$ cat config.mk
export PLATFORM = sky130hd
export DESIGN_NAME = alu_exception_unit
export DESIGN_NICKNAME = d
export VERILOG_FILES = /design/src/rtl/cpu_pkg.sv /design/src/rtl/exc_priority_enc.sv /design/src/rtl/alu_exception_unit.sv
export SDC_FILE = /design/constraint.sdc
export NUM_CORES = 1
export LEC_CHECK = 0
export CAP_MARGIN = 40
export CORE_UTILIZATION = 30
export DETAILED_ROUTE_END_ITERATION = 8
export HOLD_SLACK_MARGIN = 0.1
export MAX_ROUTING_LAYER = met4
export SKIP_CTS_REPAIR_TIMING = 1
export SYNTH_ARGS = -nofsm -noshare
export SYNTH_HDL_FRONTEND = slang
export SYNTH_SLANG_ARGS = --single-unit
$ cat constraint.sdc
create_clock -name clk -period 3.44 [get_ports clk]
set_input_delay 0.688 -clock clk [delete_from_list [all_inputs] [get_ports clk]]
set_output_delay 0.688 -clock clk [all_outputs]
set_load 0.005 [all_outputs]
$ cat src/rtl/cpu_pkg.sv
// Shared definitions for the ALU exception path: status bit positions,
// cause codes and the exception state encoding.
package cpu_pkg;

  localparam int unsigned ST_ZERO    = 7;
  localparam int unsigned ST_OVF     = 6;
  localparam int unsigned ST_CARRY   = 5;
  localparam int unsigned ST_NEG     = 4;
  localparam int unsigned ST_INVADDR = 3;
  localparam int unsigned ST_DIVZ    = 2;

  localparam logic [3:0] CAUSE_ADEL = 4'd4;
  localparam logic [3:0] CAUSE_ADES = 4'd5;
  localparam logic [3:0] CAUSE_DIVZ = 4'd9;
  localparam logic [3:0] CAUSE_OVF  = 4'd12;

  typedef enum logic [1:0] {
    IDLE,
    PENDING,
    IN_HANDLER
  } exc_state_t;

endpackage

$ cat src/rtl/exc_priority_enc.sv
// Qualifies ALU status against the instruction's trap enables and picks
// the highest-priority cause: address > divide-by-zero > overflow.
module exc_priority_enc
  import cpu_pkg::*;
#(
  parameter logic [3:0] CAUSE_ADEL = cpu_pkg::CAUSE_ADEL,
  parameter logic [3:0] CAUSE_ADES = cpu_pkg::CAUSE_ADES,
  parameter logic [3:0] CAUSE_DIVZ = cpu_pkg::CAUSE_DIVZ,
  parameter logic [3:0] CAUSE_OVF  = cpu_pkg::CAUSE_OVF
) (
  input  logic       status_valid,
  input  logic [7:2] status,
  input  logic       chk_ovf,
  input  logic       chk_addr,
  input  logic       chk_div,
  input  logic       is_store,
  output logic       hit,
  output logic [3:0] cause
);

  logic addr_exc;
  logic divz_exc;
  logic ovf_exc;

  assign addr_exc = status_valid & chk_addr & status[ST_INVADDR];
  assign divz_exc = status_valid & chk_div  & status[ST_DIVZ];
  assign ovf_exc  = status_valid & chk_ovf  & status[ST_OVF];
  assign hit      = addr_exc | divz_exc | ovf_exc;

  always_comb begin
    cause = '0;
    if (addr_exc)      cause = is_store ? CAUSE_ADES : CAUSE_ADEL;
    else if (divz_exc) cause = CAUSE_DIVZ;
    else if (ovf_exc)  cause = CAUSE_OVF;
  end

endmodule

$ cat src/rtl/alu_exception_unit.sv
// Coprocessor-0 style cause/EPC block: captures qualified ALU exceptions and
// runs the request/ack/return handshake with the control unit.
module alu_exception_unit
  import cpu_pkg::*;
#(
  parameter int unsigned COUNT_W    = 8,
  parameter logic [3:0]  CAUSE_ADEL = cpu_pkg::CAUSE_ADEL,
  parameter logic [3:0]  CAUSE_ADES = cpu_pkg::CAUSE_ADES,
  parameter logic [3:0]  CAUSE_DIVZ = cpu_pkg::CAUSE_DIVZ,
  parameter logic [3:0]  CAUSE_OVF  = cpu_pkg::CAUSE_OVF
) (
  input  logic               clk,
  input  logic               reset,
  input  logic               status_valid,
  input  logic [7:0]         ALU_status,
  input  logic [31:0]        ALU_result,
  input  logic [31:0]        instr_pc,
  input  logic               chk_ovf,
  input  logic               chk_addr,
  input  logic               chk_div,
  input  logic               is_store,
  input  logic               exc_ack,
  input  logic               eret,
  output logic               exc_req,
  output logic [3:0]         exc_cause,
  output logic [31:0]        epc,
  output logic [31:0]        bad_vaddr,
  output logic               in_handler,
  output logic               exc_lost,
  output logic [3:0]         flags,
  output logic [COUNT_W-1:0] exc_count
);

  exc_state_t state, state_next;
  logic       hit;
  logic [3:0] hit_cause;
  logic       capture;
  logic       set_lost;
  logic       clr_lost;
  logic       unused_status;

  assign unused_status = ^ALU_status[1:0];

  exc_priority_enc #(
    .CAUSE_ADEL(CAUSE_ADEL),
    .CAUSE_ADES(CAUSE_ADES),
    .CAUSE_DIVZ(CAUSE_DIVZ),
    .CAUSE_OVF (CAUSE_OVF)
  ) u_prio (
    .status_valid(status_valid),
    .status      (ALU_status[7:2]),
    .chk_ovf     (chk_ovf),
    .chk_addr    (chk_addr),
    .chk_div     (chk_div),
    .is_store    (is_store),
    .hit         (hit),
    .cause       (hit_cause)
  );

  always_comb begin
    state_next = state;
    capture    = 1'b0;
    set_lost   = 1'b0;
    clr_lost   = 1'b0;
    unique case (state)
      IDLE: begin
        if (hit) begin
          capture    = 1'b1;
          state_next = PENDING;
        end
      end
      PENDING: begin
        set_lost = hit;
        if (exc_ack) state_next = IN_HANDLER;
      end
      IN_HANDLER: begin
        // eret retires the handler first, so a same-cycle hit is a fresh capture
        if (eret) begin
          clr_lost   = 1'b1;
          capture    = hit;
          state_next = hit ? PENDING : IDLE;
        end else begin
          set_lost = hit;
        end
      end
      default: state_next = IDLE;
    endcase
  end

  always_ff @(posedge clk) begin
    if (reset) begin
      state     <= IDLE;
      exc_cause <= '0;
      epc       <= '0;
      bad_vaddr <= '0;
      exc_lost  <= 1'b0;
      flags     <= '0;
      exc_count <= '0;
    end else begin
      state <= state_next;
      if (status_valid) flags <= ALU_status[ST_ZERO:ST_NEG];
      if (capture) begin
        exc_cause <= hit_cause;
        epc       <= instr_pc;
        bad_vaddr <= ALU_result;
        if (exc_count != '1) exc_count <= exc_count + 1'b1;
      end
      if (set_lost)      exc_lost <= 1'b1;
      else if (clr_lost) exc_lost <= 1'b0;
    end
  end

  assign exc_req    = (state == PENDING);
  assign in_handler = (state == IN_HANDLER);

endmodule

==> key figures, run 1 <==
Synth
  – Mapped Cells: 388
  – Mapped Area: 3230 µm²
  – Top-area cell type share of the netlist area: 50.8%
  – Post-synth top area cell: dfxtp_1
  – Synthesized net count: 475
  – Post-synthesis sequential area ratio: 50.8%
  – Post-synth ARST share: 0%
  – Netlist cell types: 37
  – Top cells by area, synth: dfxtp_1 (51%), nand2_1 (14%), a21oi_1 (9.9%)
  – #FFs+latches synth: 82
  – EDFF count, synth: 0
  – Avg Inst Size Synth: 8.33 µm²
  – Primary FF master, synth: dfxtp_1
  – Ys Warns: 0

Place
  – DP HPWL: 6230 µm
  – DP Worst Slack: 0.697 ns
  – Placer Congestion: 0.791
  – Count of input and output buffers: 160

Floorplan
  – Core area: 10400 µm²
  – Total die area: 11200 µm²
  – Die Width: 106 µm
  – Die Ht: 106 µm
  – Initial core utilization: 31.2%
  – # rows: 37
  – Ports: 164

STA
  – Clock skew: 0.0146 ns
  – Slew headroom: 54.8%
  – Final min period: 2.38 ns
  – Hold slack: 0.456 ns
  – Setup TNS: 0 ns
  – Slew Limit Fails: 0
  – Finish-stage setup viols: 0
  – RSZ-0062 raised after global routing: false
  – Crit share post-route: 69.3%
  – Worst-Margin Slew: 0.678 ns
  – Final hold violations: 0
  – Setup WS post-layout: 1.06 ns
  – Fmax: 420 MHz

Clock tree
  – Clock tree from TritonCTS: done
  – CTS buffer count: 9
  – H-tree depth: 3
  – Root Driver: clkbuf_8
  – CTS Sinks: 82
  – CTS clk-pin slew, worst paths: 0.09 ns
  – Clock buffer depth: 2
  – Later-pin clock latency in the skew report: 0.34 ns

Critical path
  – Max incr delay on CP: 0.59 ns
  – Worst reg2reg path startpoint: state[0]$_SDFFE_PP0P_
  – Startpoint types: input port
  – Worst EP arrival: 2.65 ns
  – Worst R2R End: exc_count[5]$_SDFFE_PP0P_
  – FF-to-FF path depth: 6
  – Kind of critical path: input port to register
  – Slowest cell on crit path: a222oi_1
  – CP max FO: 19
  – FF-to-FF setup slack: 1.51 ns
  – Critical path required time: 3.71 ns
  – Element type at the critical path end: register
  – Worst path cell trace: clkdlybuf4s50_1 > a222oi_1 > nand3b_4 > buf_4 > nand2_1 > a21oi_1

Cells and area
  – Area growth syn-to-layout: 59.2%
  – Register area: 1640 µm²
  – Layout cells sized above 1: 8.46%
  – Most frequent cells in the layout: clkdlybuf4s50_1 (159), nand2_1 (120), dfxtp_1 (82), a21oi_1 (64)
  – Most common cell after layout, fill and taps aside: clkdlybuf4s50_1
  – Fill cells: 1026
  – Area of the multi-input gates: 1420 µm²
  – Diodes inserted: 0
  – Number of nets in the layout: 626

Drt
  – Wire length per cell: 12.9 µm
  – Via-to-Cell Ratio: 4.57
  – Antenna viol nets, final: 0
  – TritonRoute pass-1 iters: 4
  – Routed via count: 3106
  – DRT Wirelength: 8800 µm
  – # DRC: 0
  – 1st-iter DRT viols: 97

Outcome
  – Outcome: finished clean

Min path
  – Worst hold start: bad_vaddr[28]$_SDFFE_PP0P_
  – HP Class: register to register
  – End of the worst hold path: bad_vaddr[28]$_SDFFE_PP0P_
  – Hold path cells: 2

GRT
  – Initial antenna violation count: 0
  – First-pass GRT wire length: 14100 µm
  – Overflow after GRT: 0
  – Largest net degree at the start of global routing: 51
  – Vias in the first global route: 2931
  – Total track usage: 16.1%

Pwr
  – Power density over the cells: 436 nW/µm²
  – Max IR drop VDD: 0.000217 V
  – Leak Pwr: 1.85 nW

Job
  – Maxcap violations: 0
## power breakdown
group / total, W / switching (W) / internal [W] / leakage (nW)
Sequential: 0.00104 / 0.0000324 / 0.00101 / 0.670
Clock: 0.000786 / 0.000351 / 0.000435 / 0.114
Combinational: 0.000417 / 0.000175 / 0.000242 / 1.07
## metal layers
metal	vias up	part of all wire [%]	global-route usage, %
met3	9	3.6	2.84
met1	1435	44	19.6
met4	0	1.4	5.56
li1	1588	-	-
met2	74	51	27.0
met5	-	0	-
## final cells by class
type | count | area share, %
well taps | 136 | 3.31
flip-flops and latches | 82 | 31.9
clock buffers | 11 | 2.75
clock inverters | 5 | 1.68
inverters | 5 | 0.365
repair buffers | 166 | 32.4
multi-input cells | 275 | 27.6
## registers in the layout, summed over array words and instances, names as in the netlist
register / flops
exc_cause: 3
flags: 4
exc_count: 8
state: 2
epc: 32
exc_lost: 1
bad_vaddr: 32
## cells in the mapped netlist, types with 4 or more instances
cell type	number
nand2_1	120
dfxtp_1	82
a21oi_1	64
a21oi_2	10
buf_2	10
clkbuf_1	10
nand2_2	10
nor2_1	9
o21ai_0	9
nand3_1	7
ha_1	6
inv_1	5
buf_6	4
mux2i_1	4
or3_1	4
## worst max-delay path by stage
| stage | start | end | slack, ns | cells past startpoint |
|---|---|---|---|---|
| after detailed placement | ALU_status[2] | bad_vaddr[10]$_SDFFE_PP0P_ | 0.70 | 6 |
| final | ALU_status[2] | bad_vaddr[10]$_SDFFE_PP0P_ | 1.06 | 6 |
| after CTS | ALU_status[2] | bad_vaddr[10]$_SDFFE_PP0P_ | 1.06 | 6 |
| after global placement | ALU_status[2] | bad_vaddr[15]$_SDFFE_PP0P_ | 0.75 | 6 |
| after global routing | ALU_status[2] | bad_vaddr[10]$_SDFFE_PP0P_ | 0.91 | 6 |
| after floorplan | ALU_status[3] | epc[24]$_SDFFE_PP0P_ | 1.53 | 6 |
## worst max-delay path, delay by kind of cell
| family | cells | cell delay, ns |
|---|---|---|
| AO/OA/AOI/OAI | 2 | 0.75 |
| buffers and inverters | 2 | 0.74 |
| AND/OR/NAND/NOR | 2 | 0.46 |
## per-stage QoR
step | util, % | power, W | instances | instance area [µm²]
detailed placement | 47.4 | 0.00149 | 664 | 4920
global route | 49.6 | 0.00237 | 680 | 5150
finish | 49.6 | 0.00224 | 680 | 5150
CTS | 49.6 | 0.00229 | 680 | 5150
global placement | 47.4 | 0.00148 | 664 | 4920
floorplan | - | 0.00124 | 388 | 3230
## kinds of logic (layout without fill, tap and decap cells)
group / count (synthesis) / count (layout) / share of synthesized area, %
adder cells (fa/ha/maj): 6 / 6 / 2.32
AO/OA/AOI/OAI: 98 / 98 / 17.7
multiplexers: 4 / 4 / 1.24
other: 1 / 1 / 0.116
AND/OR/NAND/NOR: 166 / 166 / 22.5
flip-flops: 82 / 82 / 50.8
buffers and inverters: 31 / 187 / 5.38
Note: power is estimated with default switching activity, not from simulation.
==> run 2, diff against run 1 <==
Clock period 3.44 ns to 2.3 ns, I/O delays scaled along.
==> key figures, run 2 (synthesis gave the netlist of run 1 again) <==
Critical path
  – CP max FO: 5
  – Critical path required time: 1.84 ns
  – Critical path buffers and inverters: 2
  – Element type at the critical path end: output pin
  – Startpoint types: register
  – Slowest cell on crit path: clkdlybuf4s50_1
  – Delay-heaviest family, CP: buffers and inverters
  – Max incr delay on CP: 0.47 ns
  – Worst path cell trace: inv_1 > ha_1 > clkdlybuf4s50_1
  – Kind of critical path: register to output pin
  – Worst EP arrival: 1.57 ns

Cells and area
  – Number of nets in the layout: 631
  – Diodes inserted: 0
  – Most common cell after layout, fill and taps aside: clkdlybuf4s50_1
  – Most frequent cells in the layout: clkdlybuf4s50_1 (159), nand2_1 (120), dfxtp_1 (82), a21oi_1 (64)
  – Biggest regs: bad_vaddr (32), epc (32), exc_count (8)
  – Layout cells sized above 1: 9.29%
  – Area growth syn-to-layout: 60.4%

Floorplan
  – # rows: 37
  – Die Width: 106 µm
  – Initial core utilization: 31.2%
  – Core area: 10400 µm²
  – Ports: 164
  – Die Ht: 106 µm
  – Total die area: 11200 µm²

Outcome
  – Outcome: finished clean

GRT
  – Total track usage: 16.9%
  – Vias in the first global route: 3008
  – Overflow after GRT: 0
  – First-pass GRT wire length: 14600 µm
  – Largest net degree at the start of global routing: 52
  – Initial antenna violation count: 0

STA
  – Clock skew: 0.0129 ns
  – Final hold violations: 0
  – Slew Limit Fails: 0
  – Fmax: 493 MHz
  – Crit share post-route: 88.2%
  – Setup TNS: 0 ns
  – RSZ-0062 raised after global routing: false
  – Final min period: 2.03 ns
  – Setup WS post-layout: 0.272 ns
  – Finish-stage setup viols: 0
  – Slew headroom: 66.0%
  – Worst-Margin Slew: 0.507 ns

Drt
  – Antenna viol nets, final: 0
  – Via-to-Cell Ratio: 4.57
  – Routed via count: 3133
  – DRT Wirelength: 9130 µm
  – Wire length per cell: 13.3 µm
  – 1st-iter DRT viols: 94
  – TritonRoute pass-1 iters: 4
  – # DRC: 0

Clock tree
  – Clock tree from TritonCTS: done
  – Later-pin clock latency in the skew report: 0.35 ns
  – H-tree depth: 3
  – Root Driver: clkbuf_8
  – CTS Sinks: 82
  – CTS buffer count: 9
  – Clock buffer depth: 2
  – CTS clk-pin slew, worst paths: 0.08 ns

Pwr
  – Seq pwr share: 47.3%
  – Sw frac: 26.3%
  – Power density over the cells: 635 nW/µm²
  – NetSw: 0.000866 W
  – Max IR drop VDD: 0.000313 V
  – Power share of the clock group: 33.0%
  – Cell-internal power: 0.00243 W
  – Comb pwr share: 19.7%
  – Leak Pwr: 1.87 nW

Place
  – DP Worst Slack: 0.0816 ns
  – Placer Congestion: 0.780
  – DP HPWL: 6560 µm
  – Count of input and output buffers: 160

Job
  – Maxcap violations: 0

Min path
  – HP Class: register to register
-- run 2: changes by cell type in the layout (fill, tap and decap cells not counted), sizes merged --
cell	change
buf	+5
clkinvlp	+1
inv	-1
clkinv	+1
bufinv	-1
-- run 2: worst paths after layout --
path | startpoint | endpoint | slack [ns] | depth (start not counted)
setup / recovery | state[0]$_SDFFE_PP0P_ | in_handler | 0.27 | 3
hold / removal | bad_vaddr[24]$_SDFFE_PP0P_ | bad_vaddr[24]$_SDFFE_PP0P_ | 0.46 | 2
setup reg to reg | state[0]$_SDFFE_PP0P_ | exc_count[7]$_SDFFE_PP0P_ | 0.38 | 7
hold reg to reg | bad_vaddr[24]$_SDFFE_PP0P_ | bad_vaddr[24]$_SDFFE_PP0P_ | 0.46 | 2
-- run 2: power groups by stage --
stage          registers, W  logic [W]  clock network (W)
5_1_grt             0.00157   0.000708            0.00119
3_5_place_dp        0.00159   0.000655                  0
4_1_cts             0.00156   0.000659            0.00112
2_1_floorplan       0.00160   0.000265                  0
3_3_place_gp        0.00159   0.000649                  0
6_report            0.00156   0.000648            0.00109
-- run 2: layer usage --
metal  wire length (µm)  GRT usage (%)  part of all wire, %  vias up
met3                385           3.77                  4.2       16
met2               4630           28.9                   51       70
met4                144           5.65                  1.6        0
met1               3970           19.4                   43     1447
li1                   -              -                    -     1600
met5                  0              -                    0        -
-- run 2: layout make-up --
cell class | count | area [µm²]
Clock inverter | 5 | 63.8
Tap cell | 136 | 170
Inverter | 5 | 18.8
Multi-Input combinational cell | 275 | 1420
Clock buffer | 11 | 141
Timing Repair Buffer | 171 | 1730
Fill cell | 1027 | 5180
Sequential cell | 82 | 1640
-- run 2: metrics by stage --
| step | hold WS, ns | power, W | instance area [µm²] | utilization (%) | instances |
|---|---|---|---|---|---|
| 3_5_place_dp | 0.445 | 0.00225 | 4980 | 48.0 | 669 |
| 2_1_floorplan | 0.453 | 0.00186 | 3230 | - | 388 |
| 3_3_place_gp | 0.441 | 0.00224 | 4980 | 48.0 | 669 |
| 4_1_cts | 0.458 | 0.00334 | 5190 | 50.0 | 685 |
| 5_1_grt | 0.475 | 0.00347 | 5190 | 50.0 | 685 |
| 6_report | 0.456 | 0.00329 | 5190 | 50.0 | 685 |
-- run 2: worst register-to-register path, stage by stage (launching register included) --
cell,delay (ns)
dfxtp_1,0.36
inv_1,0.09
ha_1,0.23
a21o_1,0.24
nand3b_4,0.20
buf_4,0.24
or3_1,0.34
a21oi_1,0.15
==> run 3, diff against run 2 <==
Settings changed: CTS_CLUSTER_DIAMETER set to 100.
Clock period 2.3 ns to 2.6 ns, I/O delays scaled along.
==> key figures, run 3 (synthesis gave the netlist of run 1 again) <==
GRT
  – Largest net degree at the start of global routing: 51
  – First-pass GRT wire length: 14600 µm
  – Vias in the first global route: 2954
  – Total track usage: 16.9%
  – Initial antenna violation count: 0
  – Overflow after GRT: 0

STA
  – Setup WS post-layout: 0.511 ns
  – Clock skew: 0.0113 ns
  – Final hold violations: 0
  – Finish-stage setup viols: 0
  – Fmax: 479 MHz
  – Final min period: 2.09 ns
  – RSZ-0062 raised after global routing: false
  – Slew Limit Fails: 0
  – Setup TNS: 0 ns
  – Crit share post-route: 80.4%

Floorplan
  – Total die area: 11200 µm²
  – Core area: 10400 µm²
  – # rows: 37
  – Die Width: 106 µm
  – Die Ht: 106 µm
  – Initial core utilization: 31.2%
  – Ports: 164

Clock tree
  – CTS buffer count: 9
  – Clock buffer depth: 2
  – CTS clk-pin slew, worst paths: 0.09 ns
  – Later-pin clock latency in the skew report: 0.35 ns
  – Root Driver: clkbuf_8
  – Clock tree from TritonCTS: done
  – H-tree depth: 3
  – CTS Sinks: 82

Pwr
  – Max IR drop VDD: 0.000219 V
  – Sw frac: 24.8%
  – Power share of the clock group: 35.1%
  – Leak Pwr: 1.86 nW
  – Seq pwr share: 46.1%
  – Cell-internal power: 0.00225 W
  – Comb pwr share: 18.8%
  – NetSw: 0.000741 W
  – Power density over the cells: 577 nW/µm²

Cells and area
  – Layout cells sized above 1: 9.14%
  – Most common cell after layout, fill and taps aside: clkdlybuf4s50_1
  – Number of nets in the layout: 630
  – Diodes inserted: 0
  – Area growth syn-to-layout: 60.1%
  – Most frequent cells in the layout: clkdlybuf4s50_1 (159), nand2_1 (120), dfxtp_1 (82), a21oi_1 (64), clkbuf_8 (11)
  – Biggest regs: bad_vaddr (32), epc (32), exc_count (8)
  – Fill cells: 994

Critical path
  – Max incr delay on CP: 0.47 ns
  – Kind of critical path: register to output pin
  – CP max FO: 5
  – Slowest cell on crit path: clkdlybuf4s50_1
  – Worst EP arrival: 1.57 ns
  – Startpoint types: register
  – Element type at the critical path end: output pin
  – Critical path required time: 2.08 ns
  – Worst path cell trace: inv_1 > ha_1 > clkdlybuf4s50_1

Drt
  – Via-to-Cell Ratio: 4.55
  – TritonRoute pass-1 iters: 6
  – Metal2 WL: 4640 µm
  – Routed via count: 3109
  – WL met1: 3930 µm
  – # DRC: 0
  – Highest Signal Layer: met4
  – Antenna viol nets, final: 0
  – Wire length per cell: 13.2 µm
  – 1st-iter DRT viols: 129
  – Routed met3 length: 280 µm
  – DRT Wirelength: 8990 µm

Place
  – Placer Congestion: 0.797
  – DP Worst Slack: 0.187 ns
  – DP HPWL: 6440 µm
  – Count of input and output buffers: 160

Min path
  – HP Class: register to register

Job
  – Maxcap violations: 0

Outcome
  – Outcome: finished clean
==> run 3: final cells by class <==
class,count,area [µm²],share of cell area [%]
inverter,5,18.8,0.363
timing repair buffer,170,1700,32.8
tap,136,170,3.29
multi-input combinational,275,1420,27.5
clock inverter,4,75.1,1.45
sequential,82,1640,31.7
clock buffer,11,151,2.92
==> run 3: path summary, 6_finish.rpt <==
kind | cells past startpoint | slack [ns] | start | to
hold / removal | 2 | 0.46 | bad_vaddr[6]$_SDFFE_PP0P_ | bad_vaddr[6]$_SDFFE_PP0P_
hold reg to reg | 2 | 0.46 | bad_vaddr[6]$_SDFFE_PP0P_ | bad_vaddr[6]$_SDFFE_PP0P_
setup reg to reg | 6 | 0.59 | state[0]$_SDFFE_PP0P_ | exc_count[5]$_SDFFE_PP0P_
setup / recovery | 3 | 0.51 | state[0]$_SDFFE_PP0P_ | in_handler
==> run 3: stage by stage <==
stage / hold WS, ns / power, W / util [%] / instances / instance area, µm²
3_5_place_dp: 0.446 / 0.00197 / 47.7 / 668 / 4950
4_1_cts: 0.459 / 0.00304 / 49.9 / 683 / 5180
6_report: 0.455 / 0.00299 / 49.9 / 683 / 5180
2_1_floorplan: 0.453 / 0.00165 / - / 388 / 3230
5_1_grt: 0.471 / 0.00315 / 49.9 / 683 / 5180
3_3_place_gp: 0.442 / 0.00196 / 47.7 / 668 / 4950
==> run 3: power by group through the flow <==
stage               clock, W  sequential [W]  combinational [W]
floorplan                  0         0.00141           0.000234
global placement           0         0.00140           0.000562
detailed placement         0         0.00141           0.000566
CTS                  0.00109         0.00138           0.000570
global route         0.00115         0.00139           0.000616
finish               0.00105         0.00138           0.000561
==> run 3: critical path, delay by kind of cell, from the launching register on <==
kind	cells	cell delay [ns]
buf+inv	2	0.56
flops	1	0.42
fa+ha+maj	1	0.26
==> run 3: per-layer routing <==
layer  track usage (%)  vias up
met4              6.75        0
li1                  -     1593
met2              27.9       70
met1              20.6     1434
met5                 -        -
met3              2.60       12
==> RTL change: new RTL, flow settings as in run 2 <==
Set the package constant `CAUSE_DIVZ` to 4'd4 (it was 4'd9).
--- a/src/rtl/cpu_pkg.sv
+++ b/src/rtl/cpu_pkg.sv
@@ -11,7 +11,7 @@
 
   localparam logic [3:0] CAUSE_ADEL = 4'd4;
   localparam logic [3:0] CAUSE_ADES = 4'd5;
-  localparam logic [3:0] CAUSE_DIVZ = 4'd9;
+  localparam logic [3:0] CAUSE_DIVZ = 4'd4;
   localparam logic [3:0] CAUSE_OVF  = 4'd12;
 
   typedef enum logic [1:0] {
Function: changed (a bounded check fails within 4 cycles, from zero or initial values and one cycle with reset high).
==> RTL change against run 2 <==
Combinational power rose by 3%; cell area fell by 0.27%; synthesized area fell by 3.6%; fmax fell by 5.2%; count of clock-buffer cells in the layout did not move; sequential power barely moved; worst hold slack barely moved; first-iteration DRC count fell by 1.1%; sequential cell count did not move; total power rose by 4.6%; via count fell by 1.7%; worst setup slack got worse by 0.11 ns; routed wire length fell by 5.4%; cell count fell by 0.29%.
==> RTL change: results (changes against run 2) <==
Status = complete, no violations (unchanged)
Clk pwr share = 35.4% (was 33.0%)
Placed instance area = 0.00494 mm² (was 0.00498 mm²)
Synth top area cells = dfxtp_1, nand2_1, a21oi_1 (unchanged)
Max VDD drop = 0.000352 V (was 0.000313 V)
Largest net degree at the start of global routing = 39 (was 52)
Internal power = 2.63 mW (was 2.43 mW)
R2r setup slk = 0.21 ns (was 0.38 ns)
Mux cell area share after synthesis = 2.01% (was 1.24%)
Pleak = 1.90 nW (was 1.87 nW)
Number of global-route vias before repair = 3035 (was 3008)
First-pass GRT wire length = 14400 µm (was 14600 µm)
Synth cell count leaders = nand2_1, dfxtp_1, a21oi_1, clkbuf_1, nor2_1 (was nand2_1, dfxtp_1, a21oi_1)
Fillers = 974 (was 1027)
PwrDens = 665 mW/mm² (was 635 mW/mm²)
Biggest fanout along the worst timing path = 31 (was 5)
Drt initial violations = 93 (was 94)
Fmax = 467 MHz (was 493 MHz)
Clock skew = 0.0105 ns (was 0.0129 ns)
Multi-input logic area = 0.00133 mm² (was 0.00142 mm²)
Sequential area share after synthesis = 52.7% (was 50.8%)
Dpl hpwl = 6060 µm (was 6560 µm)
Post-Synthesis Cells = 385 (was 388)
Inst Count DP = 667 (was 669)
Via density = 4.51 (was 4.57)
Vias = 3081 (was 3133)
Actual slew at the worst max-slew pin = 0.783 ns (was 0.507 ns)
Synth unique cells = 38 (was 37)
Syn_nets = 472 (was 475)
Data required, critical path = 2.56 ns (was 1.84 ns)
Synthesized-area fraction occupied by adder cells = 2.41% (was 2.32%)
Routability cong. = 0.751 (was 0.780)
[RTL change: changes by cell type after synthesis, moves of 2 or more]
cell,before,now
nand2_1,120,133
a21oi_2,10,0
nand2_2,10,0
a21oi_1,64,72
o21ai_0,9,2
nor2_1,9,14
buf_6,4,0
clkbuf_1,10,14
and3_1,3,0
buf_4,1,4
nand3_1,7,4
nor2b_1,1,4
mux2_2,0,2
or3_1,4,2
[RTL change: worst paths after layout]
path	to	cells past startpoint	from
max	bad_vaddr[16]	7	ALU_status[3]
min	bad_vaddr[11]	2	bad_vaddr[11]
max reg2reg	exc_count[5]	6	state[0]
min reg2reg	bad_vaddr[11]	2	bad_vaddr[11]
[RTL change: logic make-up (layout without fill, tap and decap cells)]
group / Yosys count / count (layout)
flip-flops: 82 / 82
adder cells (fa/ha/maj): 6 / 6
buffers and inverters: 32 / 197
AO/OA/AOI/OAI: 89 / 89
other: 1 / 1
AND/OR/NAND/NOR: 169 / 169
multiplexers: 6 / 6
[RTL change: per-layer routing]
metal,global-route usage [%],vias up,share of wire [%]
li1,-,1589,-
met1,21.2,1370,49
met2,26.6,110,44
met3,3.76,12,5.3
met4,6.12,0,1.5
met5,-,-,0
[RTL change: cell type report]
class	count	share of cell area, %
clock buffers	11	2.54
clock inverters	5	1.98
inverters	5	0.363
multi-input cells	271	25.8
flip-flops and latches	82	31.7
well taps	133	3.22
repair buffers	176	34.4
[RTL change: metrics by stage]
step / hold slack (ns) / TNS, ns
2_1_floorplan: 0.448 / 0
5_1_grt: 0.473 / 0
3_3_place_gp: 0.441 / -5.45
6_report: 0.455 / 0
3_5_place_dp: 0.446 / -7.37
4_1_cts: 0.457 / 0
[RTL change: worst max-delay path: cells and delay by family]
family / cells / cell delay [ns]
simple gates: 2 / 0.36
buf+inv: 3 / 0.77
compound gates: 2 / 0.80
